==> src/rtl/wb_pkg.sv <==
// Shared types for the wishbone master selector: FSM state encoding,
// master count and the grant index type consumed from the arbiter.
package wb_pkg;

    localparam int NUM_MSTR = 4;
    localparam int GNT_W    = 2;

    typedef logic [GNT_W-1:0] gnt_t;

    typedef enum logic [1:0] {
        IDLE  = 2'd0,
        ISSUE = 2'd1,
        RESP  = 2'd2
    } state_t;

    function automatic logic [NUM_MSTR-1:0] onehot(input gnt_t idx);
        return NUM_MSTR'(1) << idx;
    endfunction

endpackage

==> src/rtl/wb_mstr_sel_if.sv <==
// Bus bundle between the four masters, the arbiter grant and the shared slave.
// Master side: m_stb_i[n] stays high until master n sees its one-cycle ack or err pulse;
// slave side: s_cyc_o/s_stb_o stay high and s_* stay stable until s_ack_i or s_err_i.
interface wb_mstr_sel_if
    import wb_pkg::*;
#(
    parameter int AW = 32,
    parameter int DW = 32
);
    gnt_t                       gnt;
    logic [NUM_MSTR-1:0]        m_stb_i;
    logic [NUM_MSTR-1:0]        m_we_i;
    logic [NUM_MSTR*AW-1:0]     m_adr_i;
    logic [NUM_MSTR*DW-1:0]     m_dat_i;
    logic [NUM_MSTR*DW/8-1:0]   m_sel_i;
    logic [DW-1:0]              m_dat_o;
    logic [NUM_MSTR-1:0]        m_ack_o;
    logic [NUM_MSTR-1:0]        m_err_o;
    logic                       s_cyc_o;
    logic                       s_stb_o;
    logic                       s_we_o;
    logic [AW-1:0]              s_adr_o;
    logic [DW-1:0]              s_dat_o;
    logic [DW/8-1:0]            s_sel_o;
    logic [DW-1:0]              s_dat_i;
    logic                       s_ack_i;
    logic                       s_err_i;
    state_t                     fsm_state;

    modport slave (
        input  gnt, m_stb_i, m_we_i, m_adr_i, m_dat_i, m_sel_i,
        input  s_dat_i, s_ack_i, s_err_i,
        output m_dat_o, m_ack_o, m_err_o,
        output s_cyc_o, s_stb_o, s_we_o, s_adr_o, s_dat_o, s_sel_o,
        output fsm_state
    );

    modport master (
        output gnt, m_stb_i, m_we_i, m_adr_i, m_dat_i, m_sel_i,
        output s_dat_i, s_ack_i, s_err_i,
        input  m_dat_o, m_ack_o, m_err_o,
        input  s_cyc_o, s_stb_o, s_we_o, s_adr_o, s_dat_o, s_sel_o,
        input  fsm_state
    );

endinterface

==> src/rtl/wb_tmo_cnt.sv <==
// Timeout counter for an outstanding slave cycle; holds at all-ones so it
// can never wrap back while the owner is still waiting.
module wb_tmo_cnt #(
    parameter int TMO_W = 8
) (
    input  logic clk,
    input  logic rstn,
    input  logic clr,
    input  logic inc,
    output logic expired
);

    logic [TMO_W-1:0] cnt;

    assign expired = (cnt == {TMO_W{1'b1}});

    always_ff @(posedge clk or negedge rstn) begin
        if (!rstn) begin
            cnt <= '0;
        end else if (clr) begin
            cnt <= '0;
        end else if (inc && !expired) begin
            cnt <= cnt + 1'b1;
        end
    end

endmodule

==> src/rtl/wb_mstr_sel.sv <==
// Routes the granted master's request onto the shared slave bus, one cycle at a time,
// and returns ack/err/read data to the owning master only. Aborts silent slaves with err.
module wb_mstr_sel
    import wb_pkg::*;
#(
    parameter int AW    = 32,
    parameter int DW    = 32,
    parameter int TMO_W = 8
) (
    input logic            clk,
    input logic            rstn,
    wb_mstr_sel_if.slave   bus
);

    localparam int SW = DW / 8;

    state_t              state, state_nxt;
    gnt_t                owner, owner_nxt;
    logic                cyc_nxt, stb_nxt, we_nxt;
    logic [AW-1:0]       adr_nxt;
    logic [DW-1:0]       dat_nxt, mdat_nxt;
    logic [SW-1:0]       sel_nxt;
    logic [NUM_MSTR-1:0] ack_nxt, err_nxt;
    logic                tmo_inc, tmo_clr, tmo_expired;

    wb_tmo_cnt #(.TMO_W(TMO_W)) u_tmo (
        .clk     (clk),
        .rstn    (rstn),
        .clr     (tmo_clr),
        .inc     (tmo_inc),
        .expired (tmo_expired)
    );

    assign bus.fsm_state = state;

    always_comb begin
        state_nxt = state;
        owner_nxt = owner;
        cyc_nxt   = bus.s_cyc_o;
        stb_nxt   = bus.s_stb_o;
        we_nxt    = bus.s_we_o;
        adr_nxt   = bus.s_adr_o;
        dat_nxt   = bus.s_dat_o;
        sel_nxt   = bus.s_sel_o;
        mdat_nxt  = bus.m_dat_o;
        ack_nxt   = '0;
        err_nxt   = '0;
        tmo_inc   = 1'b0;
        tmo_clr   = 1'b0;
        case (state)
            IDLE: begin
                if (bus.m_stb_i[bus.gnt]) begin
                    owner_nxt = bus.gnt;
                    we_nxt    = bus.m_we_i[bus.gnt];
                    adr_nxt   = bus.m_adr_i[bus.gnt*AW +: AW];
                    dat_nxt   = bus.m_dat_i[bus.gnt*DW +: DW];
                    sel_nxt   = bus.m_sel_i[bus.gnt*SW +: SW];
                    cyc_nxt   = 1'b1;
                    stb_nxt   = 1'b1;
                    // Counting the launch cycle makes the abort land after 2**TMO_W-1 ISSUE cycles.
                    tmo_inc   = 1'b1;
                    state_nxt = ISSUE;
                end
            end
            ISSUE: begin
                if (bus.s_err_i) begin
                    cyc_nxt   = 1'b0;
                    stb_nxt   = 1'b0;
                    err_nxt   = onehot(owner);
                    state_nxt = RESP;
                end else if (bus.s_ack_i) begin
                    cyc_nxt   = 1'b0;
                    stb_nxt   = 1'b0;
                    mdat_nxt  = bus.s_dat_i;
                    ack_nxt   = onehot(owner);
                    state_nxt = RESP;
                end else if (tmo_expired) begin
                    cyc_nxt   = 1'b0;
                    stb_nxt   = 1'b0;
                    err_nxt   = onehot(owner);
                    state_nxt = RESP;
                end else begin
                    tmo_inc   = 1'b1;
                end
            end
            RESP: begin
                tmo_clr   = 1'b1;
                state_nxt = IDLE;
            end
            default: begin
                tmo_clr   = 1'b1;
                state_nxt = IDLE;
            end
        endcase
    end

    always_ff @(posedge clk or negedge rstn) begin
        if (!rstn) begin
            state <= IDLE;
        end else begin
            state <= state_nxt;
        end
    end

    always_ff @(posedge clk or negedge rstn) begin
        if (!rstn) begin
            owner       <= '0;
            bus.s_cyc_o <= 1'b0;
            bus.s_stb_o <= 1'b0;
            bus.s_we_o  <= 1'b0;
            bus.s_adr_o <= '0;
            bus.s_dat_o <= '0;
            bus.s_sel_o <= '0;
            bus.m_dat_o <= '0;
            bus.m_ack_o <= '0;
            bus.m_err_o <= '0;
        end else begin
            owner       <= owner_nxt;
            bus.s_cyc_o <= cyc_nxt;
            bus.s_stb_o <= stb_nxt;
            bus.s_we_o  <= we_nxt;
            bus.s_adr_o <= adr_nxt;
            bus.s_dat_o <= dat_nxt;
            bus.s_sel_o <= sel_nxt;
            bus.m_dat_o <= mdat_nxt;
            bus.m_ack_o <= ack_nxt;
            bus.m_err_o <= err_nxt;
        end
    end

endmodule

==> src/flat_wrapper.sv <==
// flat-port wrapper written by rule: the top's interface ports become plain ports
module wb_mstr_sel_flat import wb_pkg::*;
#(
    parameter int AW    = 32,
    parameter int DW    = 32,
    parameter int TMO_W = 8
)
  (clk, rstn, bus_gnt, bus_m_stb_i, bus_m_we_i, bus_m_adr_i, bus_m_dat_i, bus_m_sel_i, bus_s_dat_i, bus_s_ack_i, bus_s_err_i, bus_m_dat_o, bus_m_ack_o, bus_m_err_o, bus_s_cyc_o, bus_s_stb_o, bus_s_we_o, bus_s_adr_o, bus_s_dat_o, bus_s_sel_o, bus_fsm_state);
  wb_mstr_sel_if #(.AW(AW), .DW(DW)) bus_i ();
  input logic clk;
  input logic rstn;
  input wire logic [$bits(bus_i.gnt)-1:0] bus_gnt;
  input wire logic [$bits(bus_i.m_stb_i)-1:0] bus_m_stb_i;
  input wire logic [$bits(bus_i.m_we_i)-1:0] bus_m_we_i;
  input wire logic [$bits(bus_i.m_adr_i)-1:0] bus_m_adr_i;
  input wire logic [$bits(bus_i.m_dat_i)-1:0] bus_m_dat_i;
  input wire logic [$bits(bus_i.m_sel_i)-1:0] bus_m_sel_i;
  input wire logic [$bits(bus_i.s_dat_i)-1:0] bus_s_dat_i;
  input wire logic [$bits(bus_i.s_ack_i)-1:0] bus_s_ack_i;
  input wire logic [$bits(bus_i.s_err_i)-1:0] bus_s_err_i;
  output wire logic [$bits(bus_i.m_dat_o)-1:0] bus_m_dat_o;
  output wire logic [$bits(bus_i.m_ack_o)-1:0] bus_m_ack_o;
  output wire logic [$bits(bus_i.m_err_o)-1:0] bus_m_err_o;
  output wire logic [$bits(bus_i.s_cyc_o)-1:0] bus_s_cyc_o;
  output wire logic [$bits(bus_i.s_stb_o)-1:0] bus_s_stb_o;
  output wire logic [$bits(bus_i.s_we_o)-1:0] bus_s_we_o;
  output wire logic [$bits(bus_i.s_adr_o)-1:0] bus_s_adr_o;
  output wire logic [$bits(bus_i.s_dat_o)-1:0] bus_s_dat_o;
  output wire logic [$bits(bus_i.s_sel_o)-1:0] bus_s_sel_o;
  output wire logic [$bits(bus_i.fsm_state)-1:0] bus_fsm_state;
  assign bus_i.gnt = bus_gnt;
  assign bus_i.m_stb_i = bus_m_stb_i;
  assign bus_i.m_we_i = bus_m_we_i;
  assign bus_i.m_adr_i = bus_m_adr_i;
  assign bus_i.m_dat_i = bus_m_dat_i;
  assign bus_i.m_sel_i = bus_m_sel_i;
  assign bus_i.s_dat_i = bus_s_dat_i;
  assign bus_i.s_ack_i = bus_s_ack_i;
  assign bus_i.s_err_i = bus_s_err_i;
  assign bus_m_dat_o = bus_i.m_dat_o;
  assign bus_m_ack_o = bus_i.m_ack_o;
  assign bus_m_err_o = bus_i.m_err_o;
  assign bus_s_cyc_o = bus_i.s_cyc_o;
  assign bus_s_stb_o = bus_i.s_stb_o;
  assign bus_s_we_o = bus_i.s_we_o;
  assign bus_s_adr_o = bus_i.s_adr_o;
  assign bus_s_dat_o = bus_i.s_dat_o;
  assign bus_s_sel_o = bus_i.s_sel_o;
  assign bus_fsm_state = bus_i.fsm_state;
  wb_mstr_sel #(.AW(AW), .DW(DW), .TMO_W(TMO_W)) u_core (.clk(clk), .rstn(rstn), .bus(bus_i));
endmodule
==> config.mk <==
export PLATFORM = sky130hd
export DESIGN_NAME = wb_mstr_sel_flat
export DESIGN_NICKNAME = d
export VERILOG_FILES = /design/src/rtl/wb_pkg.sv /design/src/rtl/wb_mstr_sel_if.sv /design/src/rtl/wb_tmo_cnt.sv /design/src/rtl/wb_mstr_sel.sv /design/src/flat_wrapper.sv
export SDC_FILE = /design/constraint.sdc
export NUM_CORES = 1
export LEC_CHECK = 0
export ABC_AREA = 1
export BUFFER_PORTS_ARGS = -buffer_cell sky130_fd_sc_hd__buf_2
export CORE_AREA = 3 3 165 167
export CTS_CLUSTER_DIAMETER = 40
export DETAILED_ROUTE_END_ITERATION = 7
export DIE_AREA = 0 0 168 170
export GPL_ROUTABILITY_DRIVEN = 0
export HOLD_SLACK_MARGIN = 0.1
export MAX_ROUTING_LAYER = met4
export PLACE_DENSITY = 0.62
export SYNTH_ARGS = -nofsm -noshare
export SYNTH_HDL_FRONTEND = slang
export SYNTH_SLANG_ARGS = --single-unit
==> constraint.sdc <==
create_clock -name clk -period 1.9 [get_ports clk]
set_clock_uncertainty 0.2 [all_clocks]
set_input_delay 0 -clock clk [delete_from_list [all_inputs] [get_ports clk]]
set_output_delay 0 -clock clk [all_outputs]
set_load 0.02 [all_outputs]
==> impl_metrics.py, run 1 <==
metrics = {
    "setup_path": {
        "startpoint_type": "register",
        "cpPeakStageDelay_ps": 560,
        "cp_cell_sequence": "inv_2 > nand2_1 > inv_2 > nand3_2 > nor2_1 > dlygate4sd3_1",
        "path_max_fanout": 6,
        "cp_common_cell": "inv_2",
        "cp.required_ps": 2050,
        "path_class": "reg -> reg",
        "arrival_ps": 1960,
        "crit_family": "buffers and inverters",
        "end_kind": "register",
        "path_buf_inv": 3,
        "slowest_stage": "dlygate4sd3_1",
    },
    "worst_hold_path": {
        "hold_path.class": "in -> reg",
    },
    "grt": {
        "grtUsageTotal_pct": 20.1,
        "grt.overflow.total": 0,
        "grt_pass1_vias": 8814,
        "antenna_found_initial": 1,
        "grt_pass1_wl_mm": 44.9,
        "grt_max_degree": 119,
    },
    "synth": {
        "yosys_register_bits": 122,
        "synth_fp_nets": 1208,
        "synthFlopType": "dfrtp_1",
        "synthTopCellsByArea": "dfrtp_1 (45%), o21ai_0 (10%), nand2_1 (9.7%)",
        "async_reset_ff_share_pct": 100,
        "synthesis.area_um2": 6790,
        "synth-edff-count": 0,
        "yosys_warnings": 0,
        "synth_top_area_share_pct": 45.0,
        "synth_top_area_cell": "dfrtp_1",
        "ys_seq_area_share_pct": 45.0,
        "yosysMostFrequentCell": "nand2_1",
        "syn_avg_cell_area_um2": 7.64,
        "syn-instance-count": 889,
        "synth_commonest_cells": "nand2_1 (176), nor2_1 (152), o21ai_0 (141)",
        "ys_types": 24,
    },
    "clock_tree": {
        "cts_sinks": 122,
        "insertion_delay_ps": 410,
        "h-tree-depth": 4,
        "clockBufferDepth": 2,
        "numCtsBuffers": 17,
        "cts_tree": "built",
        "cts_root_buffer": "clkbuf_16",
        "cts.clk_slew.worst_paths_ps": 70,
    },
    "finish": {
        "drive_gt1_share_pct": 34.4,
        "post-route-util_pct": 46.2,
        "nets": 1801,
        "fillers": 2524,
        "syn_to_final_growth_pct": 76.2,
        "final_area_um2": 12000,
        "stdcell_count": 1831,
        "multiInputGateArea_um2": 3360,
        "seqCellArea_um2": 3050,
    },
    "placement": {
        "place_ws_ps": 127,
        "placed_area_um2": 9330,
        "hpwlAfterDp_mm": 20.3,
        "dp.cells": 1605,
        "portBuffers": 430,
    },
    "floorplanning": {
        "die_w_um": 168,
        "num_io_pins": 431,
        "row_count": 59,
        "die_area_um2": 28600,
        "fp.dieH_um": 170,
        "coreArea_um2": 25900,
        "initial_utilization_pct": 26.2,
    },
    "route": {
        "viasPerCell": 4.80,
        "drt_iter0_drc": 476,
        "wl_per_cell_um": 16.6,
        "route.antenna.remaining_nets": 0,
        "route.met3.wl_mm": 1.87,
        "met2_length_mm": 15.2,
        "m1WireLength_mm": 12.2,
        "wl_mm": 30.4,
        "drc_errors": 0,
        "top_layer": "met4",
        "dr.pass1.iters": 5,
        "vias": 8787,
    },
    "power_and_ir_drop": {
        "p_total_mw": 14.0,
        "irDropWorstVdd_mv": 0.484,
        "leakage_nw": 6.14,
        "powerDensity_nw_per_um2": 1170,
    },
    "sta": {
        "tns_ps": 0,
        "holdWs_ps": 135,
        "min_period_over_period_pct": 95.5,
        "fmax_mhz": 551,
        "fin_crit_ps": 1820,
        "final.setup.worst_slack_ps": 84.6,
        "tightest_slew_ps": 455,
        "rsz0062_at_grt": "false",
        "slew_viol_final": 0,
        "hold_viol_final": 0,
        "finalSetupViolCount": 0,
        "slew_headroom_pct": 69.7,
    },
    "outcome": {
        "status": "finished clean",
    },
    "flow_run": {
        "drv_cap": 0,
    },
}
==> cell usage in the layout, fill, tap and decap left out, types with 2 or more instances in the layout <==
| cell | instances |
|---|---|
| xor2_1 | 2 |
| nand4_1 | 8 |
| dfrtp_1 | 122 |
| clkinvlp_4 | 2 |
| clkbuf_16 | 20 |
| buf_2 | 428 |
| o21ai_0 | 140 |
| mux2_2 | 6 |
| nand2_2 | 2 |
| inv_2 | 3 |
| mux2_1 | 26 |
| dlygate4sd3_1 | 185 |
| inv_6 | 6 |
| clkinv_4 | 2 |
| buf_4 | 14 |
| nor3_1 | 3 |
| nand2_1 | 175 |
| o22ai_1 | 68 |
| nand2_4 | 3 |
| nand3_1 | 85 |
| buf_12 | 11 |
| inv_8 | 3 |
| nor2_1 | 151 |
| inv_1 | 13 |
| nand3_2 | 2 |
| buf_6 | 2 |
==> metal layers <==
layer	up-vias	GRT usage [%]
met4	0	8.08
met5	-	-
met1	4090	23.5
met3	78	3.86
li1	4221	-
met2	398	34.2
==> kinds of logic after synthesis <==
group	after synthesis	synth area share [%]
AND/OR/NAND/NOR	432	26.2
buffers and inverters	89	6.21
adder cells (fa/ha/maj)	1	0.184
AO/OA/AOI/OAI	211	16.9
flip-flops	122	45.0
XOR/XNOR	2	0.258
multiplexers	32	5.31
==> repair_timing <==
action                                  4_1_cts  5_1_grt
resized for setup                             0       13
setup buffers                                 0        2
hold buffers                                188        0
endpoints found under the setup margin        0       74
hold endpoints to repair                    244        0
==> flip-flops by register name, summed over array words and instances (netlist names), 4 cells and up <==
register            flops
u_core.bus.m_dat_o     32
u_core.bus.s_dat_o     32
u_core.u_tmo.cnt        8
u_core.bus.m_err_o      4
u_core.bus.s_adr_o     32
u_core.bus.s_sel_o      4
u_core.bus.m_ack_o      4
==> worst register-to-register path: stages, from the launching register on <==
cell	delay (ps)
dfrtp_1	470
inv_2	90
nand2_1	70
inv_2	80
nand3_2	130
nor2_1	140
dlygate4sd3_1	560
==> path summary, 6_finish.rpt <==
check / startpoint / end / slack [ps] / cells after the start
max: u_core.bus.fsm_state[1] / u_core.bus.m_ack_o[3] / 80 / 6
min: bus_s_dat_i[10] / u_core.bus.m_dat_o[10] / 130 / 3
max reg2reg: u_core.bus.fsm_state[1] / u_core.bus.m_ack_o[3] / 80 / 6
min reg2reg: u_core.bus.s_dat_o[13] / u_core.bus.s_dat_o[13] / 270 / 2
max in group asynchronous: rstn / u_core.bus.s_adr_o[9] / 700 / 4
min in group asynchronous: rstn / u_core.bus.m_dat_o[27] / 490 / 4
==> area by class of cell <==
cell class,instances,area share [%]
antenna,1,0.0209
clock buffer,18,3.67
clock inverter,14,1.24
inverter,17,0.554
multi-input combinational,678,28.1
sequential,122,25.5
tap,335,3.50
timing repair buffer,646,37.4
==> power by group <==
group          switching, mW  total (mW)  internal (mW)
clock network           1.39        3.28           1.89
logic                   3.93        6.39           2.46
registers              0.644        4.35           3.70
total                   5.96        14.0           8.05
Note: power is estimated with default switching activity, not from simulation.
==> run 2: changes to the inputs <==
Settings changed: CORE_AREA 3 3 165 167 to 3 3 167 169, DIE_AREA 0 0 168 170 to 0 0 170 172, PLACE_DENSITY 0.62 to 0.64, SYNTH_HIERARCHICAL set to 1.
==> run 2 against run 1 <==
Net effect:
- the run now ends with negative setup slack left
- flip-flop and latch count unchanged
- total power increased by 2.5%
- non-clock buffer count is 128 higher
- area after synthesis increased by 9.3%
- count of clock-buffer cells in the layout is 1 lower
- critical endpoint is now u_core/bus.s_stb_o
- largest power group unchanged
- highest routed layer unchanged
==> impl_metrics.py, run 2 <==
metrics = {
    "outcome": {
        "status": "complete, but fails checks",
        "violations": "negative setup slack",
    },
    "grt": {
        "grt_pass1_vias": 10400,
        "grt.overflow.total": 0,
        "grt_pass1_wl_mm": 51.3,
        "antenna_found_initial": 0,
        "grt_max_degree": 151,
        "grtUsageTotal_pct": 22.7,
    },
    "worst_hold_path": {
        "hp-start": "bus_m_stb_i[0]",
        "hold_path.class": "in -> reg",
    },
    "sta": {
        "min_period_over_period_pct": 100,
        "tns_ps": -1.83,
        "rsz0062_at_grt": "true",
        "fin_crit_ps": 1900,
        "holdWs_ps": 121,
        "slew_headroom_pct": 57.2,
        "tightest_slew_ps": 641,
        "slew_viol_final": 0,
        "final.setup.worst_slack_ps": -1.83,
        "hold_viol_final": 0,
        "fmax_mhz": 526,
        "finalSetupViolCount": 1,
    },
    "route": {
        "dr.pass1.iters": 5,
        "drt_iter0_drc": 700,
        "viasPerCell": 4.63,
        "wl_mm": 34.2,
        "wl_per_cell_um": 15.3,
        "drc_errors": 0,
        "route.antenna.remaining_nets": 0,
        "vias": 10300,
    },
    "clock_tree": {
        "clockBufferDepth": 2,
        "insertion_delay_ps": 400,
        "numCtsBuffers": 17,
        "cts_sinks": 122,
        "h-tree-depth": 4,
        "cts_tree": "built",
        "cts.clk_slew.worst_paths_ps": 60,
        "cts_root_buffer": "clkbuf_16",
    },
    "floorplanning": {
        "die_area_um2": 29200,
        "num_io_pins": 431,
        "coreArea_um2": 26700,
        "initial_utilization_pct": 27.7,
        "row_count": 60,
        "die_w_um": 170,
        "fp.dieH_um": 172,
    },
    "finish": {
        "drive_gt1_share_pct": 27.2,
        "mostFrequentLayoutCells": "nand2_1 (691), buf_2 (428), dlygate4sd3_1 (315)",
        "final_common_cell": "nand2_1",
        "seqCellArea_um2": 3050,
        "fillers": 2315,
        "syn_to_final_growth_pct": 86.7,
        "diodes": 0,
        "post-route-util_pct": 51.8,
        "multiInputGateArea_um2": 3620,
        "largestRegisters": "u_core/bus.m_dat_o x32, u_core/bus.s_adr_o x32, u_core/bus.s_dat_o x32",
        "nets": 2199,
    },
    "synth": {
        "synthTopCellsByArea": "dfrtp_1 (41%), nand2_1 (35%), o211ai_1 (7.0%)",
        "async_reset_ff_share_pct": 100,
        "synth_fp_nets": 1475,
        "synth_commonest_cells": "nand2_1 (693), dfrtp_1 (122), inv_1 (117)",
        "ys_types": 24,
        "syn-instance-count": 1156,
        "synth-edff-count": 0,
        "ys_seq_area_share_pct": 41.2,
        "yosys_warnings": 6,
        "yosysMostFrequentCell": "nand2_1",
        "synth_top_area_share_pct": 41.2,
        "synthFlopType": "dfrtp_1",
        "synthesis.area_um2": 7420,
        "syn_avg_cell_area_um2": 6.42,
        "synth_top_area_cell": "dfrtp_1",
        "yosys_register_bits": 122,
    },
    "power_and_ir_drop": {
        "combPwrFrac_pct": 45.0,
        "pwr-share-clk_pct": 24.8,
        "internal-power_mw": 8.40,
        "leakage_nw": 7.86,
        "irDropWorstVdd_mv": 0.522,
        "swShare_pct": 41.6,
        "p_switching_mw": 5.97,
        "powerDensity_nw_per_um2": 1040,
        "seq_power_share_pct": 30.2,
    },
    "setup_path": {
        "startpoint_type": "register",
        "r2r_start": "u_core/u_tmo/cnt[1]",
        "cp.required_ps": 2040,
        "arrival_ps": 2040,
        "end_kind": "register",
        "path_class": "reg -> reg",
        "path_max_fanout": 3,
        "cp-startpoint": "u_core/u_tmo/cnt[1]",
    },
    "flow_run": {
        "drv_cap": 0,
    },
    "placement": {
        "hpwlAfterDp_mm": 20.5,
        "portBuffers": 430,
    },
}
run 2: cell count changes after synthesis, sizes merged, moves of 2 or more:
cell | before | now
buf | 40 | 45
nand4 | 8 | 4
nand3 | 88 | 11
o22ai | 69 | 0
o21ai | 141 | 36
inv | 16 | 120
mux2 | 32 | 0
nor2 | 153 | 21
a21oi | 0 | 2
clkbuf | 32 | 24
nand2 | 180 | 697
o211ai | 0 | 69
run 2: cell families (layout without fill, tap and decap cells):
family / after synthesis / after routing / share of synthesized area, %
compound gates: 107 / 107 / 9.55
xor+xnor: 1 / 1 / 0.118
fa+ha+maj: 1 / 1 / 0.169
buf+inv: 190 / 926 / 10.9
flops: 122 / 122 / 41.2
simple gates: 735 / 735 / 38.1
run 2: power groups by stage:
stage               registers, mW  logic, mW  clock network (mW)
floorplan                    5.58       2.10                   0
global placement             4.31       5.60                   0
detailed placement           4.34       5.67                   0
CTS                          4.32       6.29                3.68
global route                 4.45       7.04                3.82
finish                       4.33       6.47                3.57
run 2: repair_timing:
action | CTS | global route
resized for setup | 4 | 12
buffers inserted | 4 | 7
endpoints found under the setup margin | 7 | 50
pin swaps | 3 | 6
hold buffers | 315 | 0
endpoints found under the hold margin | 243 | 0
run 2: final timing paths:
| check | to | slack (ps) | cells past startpoint |
|---|---|---|---|
| min in group asynchronous | u_core/bus.m_dat_o[28] | 610 | 4 |
| max reg2reg | u_core/bus.s_stb_o | -2 | 13 |
| max | u_core/bus.s_stb_o | -2 | 13 |
| min reg2reg | u_core/bus.s_adr_o[2] | 270 | 2 |
| max in group asynchronous | u_core/bus.s_dat_o[25] | 520 | 4 |
| min | u_core/u_tmo/cnt[5] | 120 | 8 |
run 2: area by class of cell:
| type | instances | area share [%] |
|---|---|---|
| clock inverter | 14 | 1.51 |
| sequential | 122 | 22.1 |
| tap | 341 | 3.08 |
| multi-input combinational | 844 | 26.2 |
| inverter | 121 | 3.34 |
| timing repair buffer | 774 | 40.8 |
| clock buffer | 17 | 3.07 |
run 2: worst max-delay path: stages (launching register included):
cell and delay, ps:
dfrtp_1 390, ha_2 210, nand2_2 90, nor2_4 60, nand2_4 70, inv_2 40
nor2_2 100, nand3_2 120, buf_4 150, buf_4 120, buf_4 130, nand2_2 60
nand2_1 50, nand2_1 50
run 2: per-layer routing:
| layer | GRT usage [%] | part of all wire [%] |
|---|---|---|
| met1 | 25.9 | 39 |
| met2 | 37.2 | 48 |
| met3 | 5.17 | 7.7 |
| met4 | 12.6 | 5.3 |
| met5 | - | 0 |
run 2: stage by stage:
| step | cells | power (mW) | setup WS, ps | cell area (um2) |
|---|---|---|---|---|
| finish | 2233 | 14.4 | -1.83 | 13800 |
| CTS | 2226 | 14.3 | 7.20 | 13800 |
| floorplan | 1156 | 7.68 | 36.1 | 7420 |
| global route | 2233 | 15.3 | -101 | 13800 |
| global placement | 1876 | 9.91 | -14.7 | 9920 |
| detailed placement | 1876 | 10.0 | -149 | 9920 |
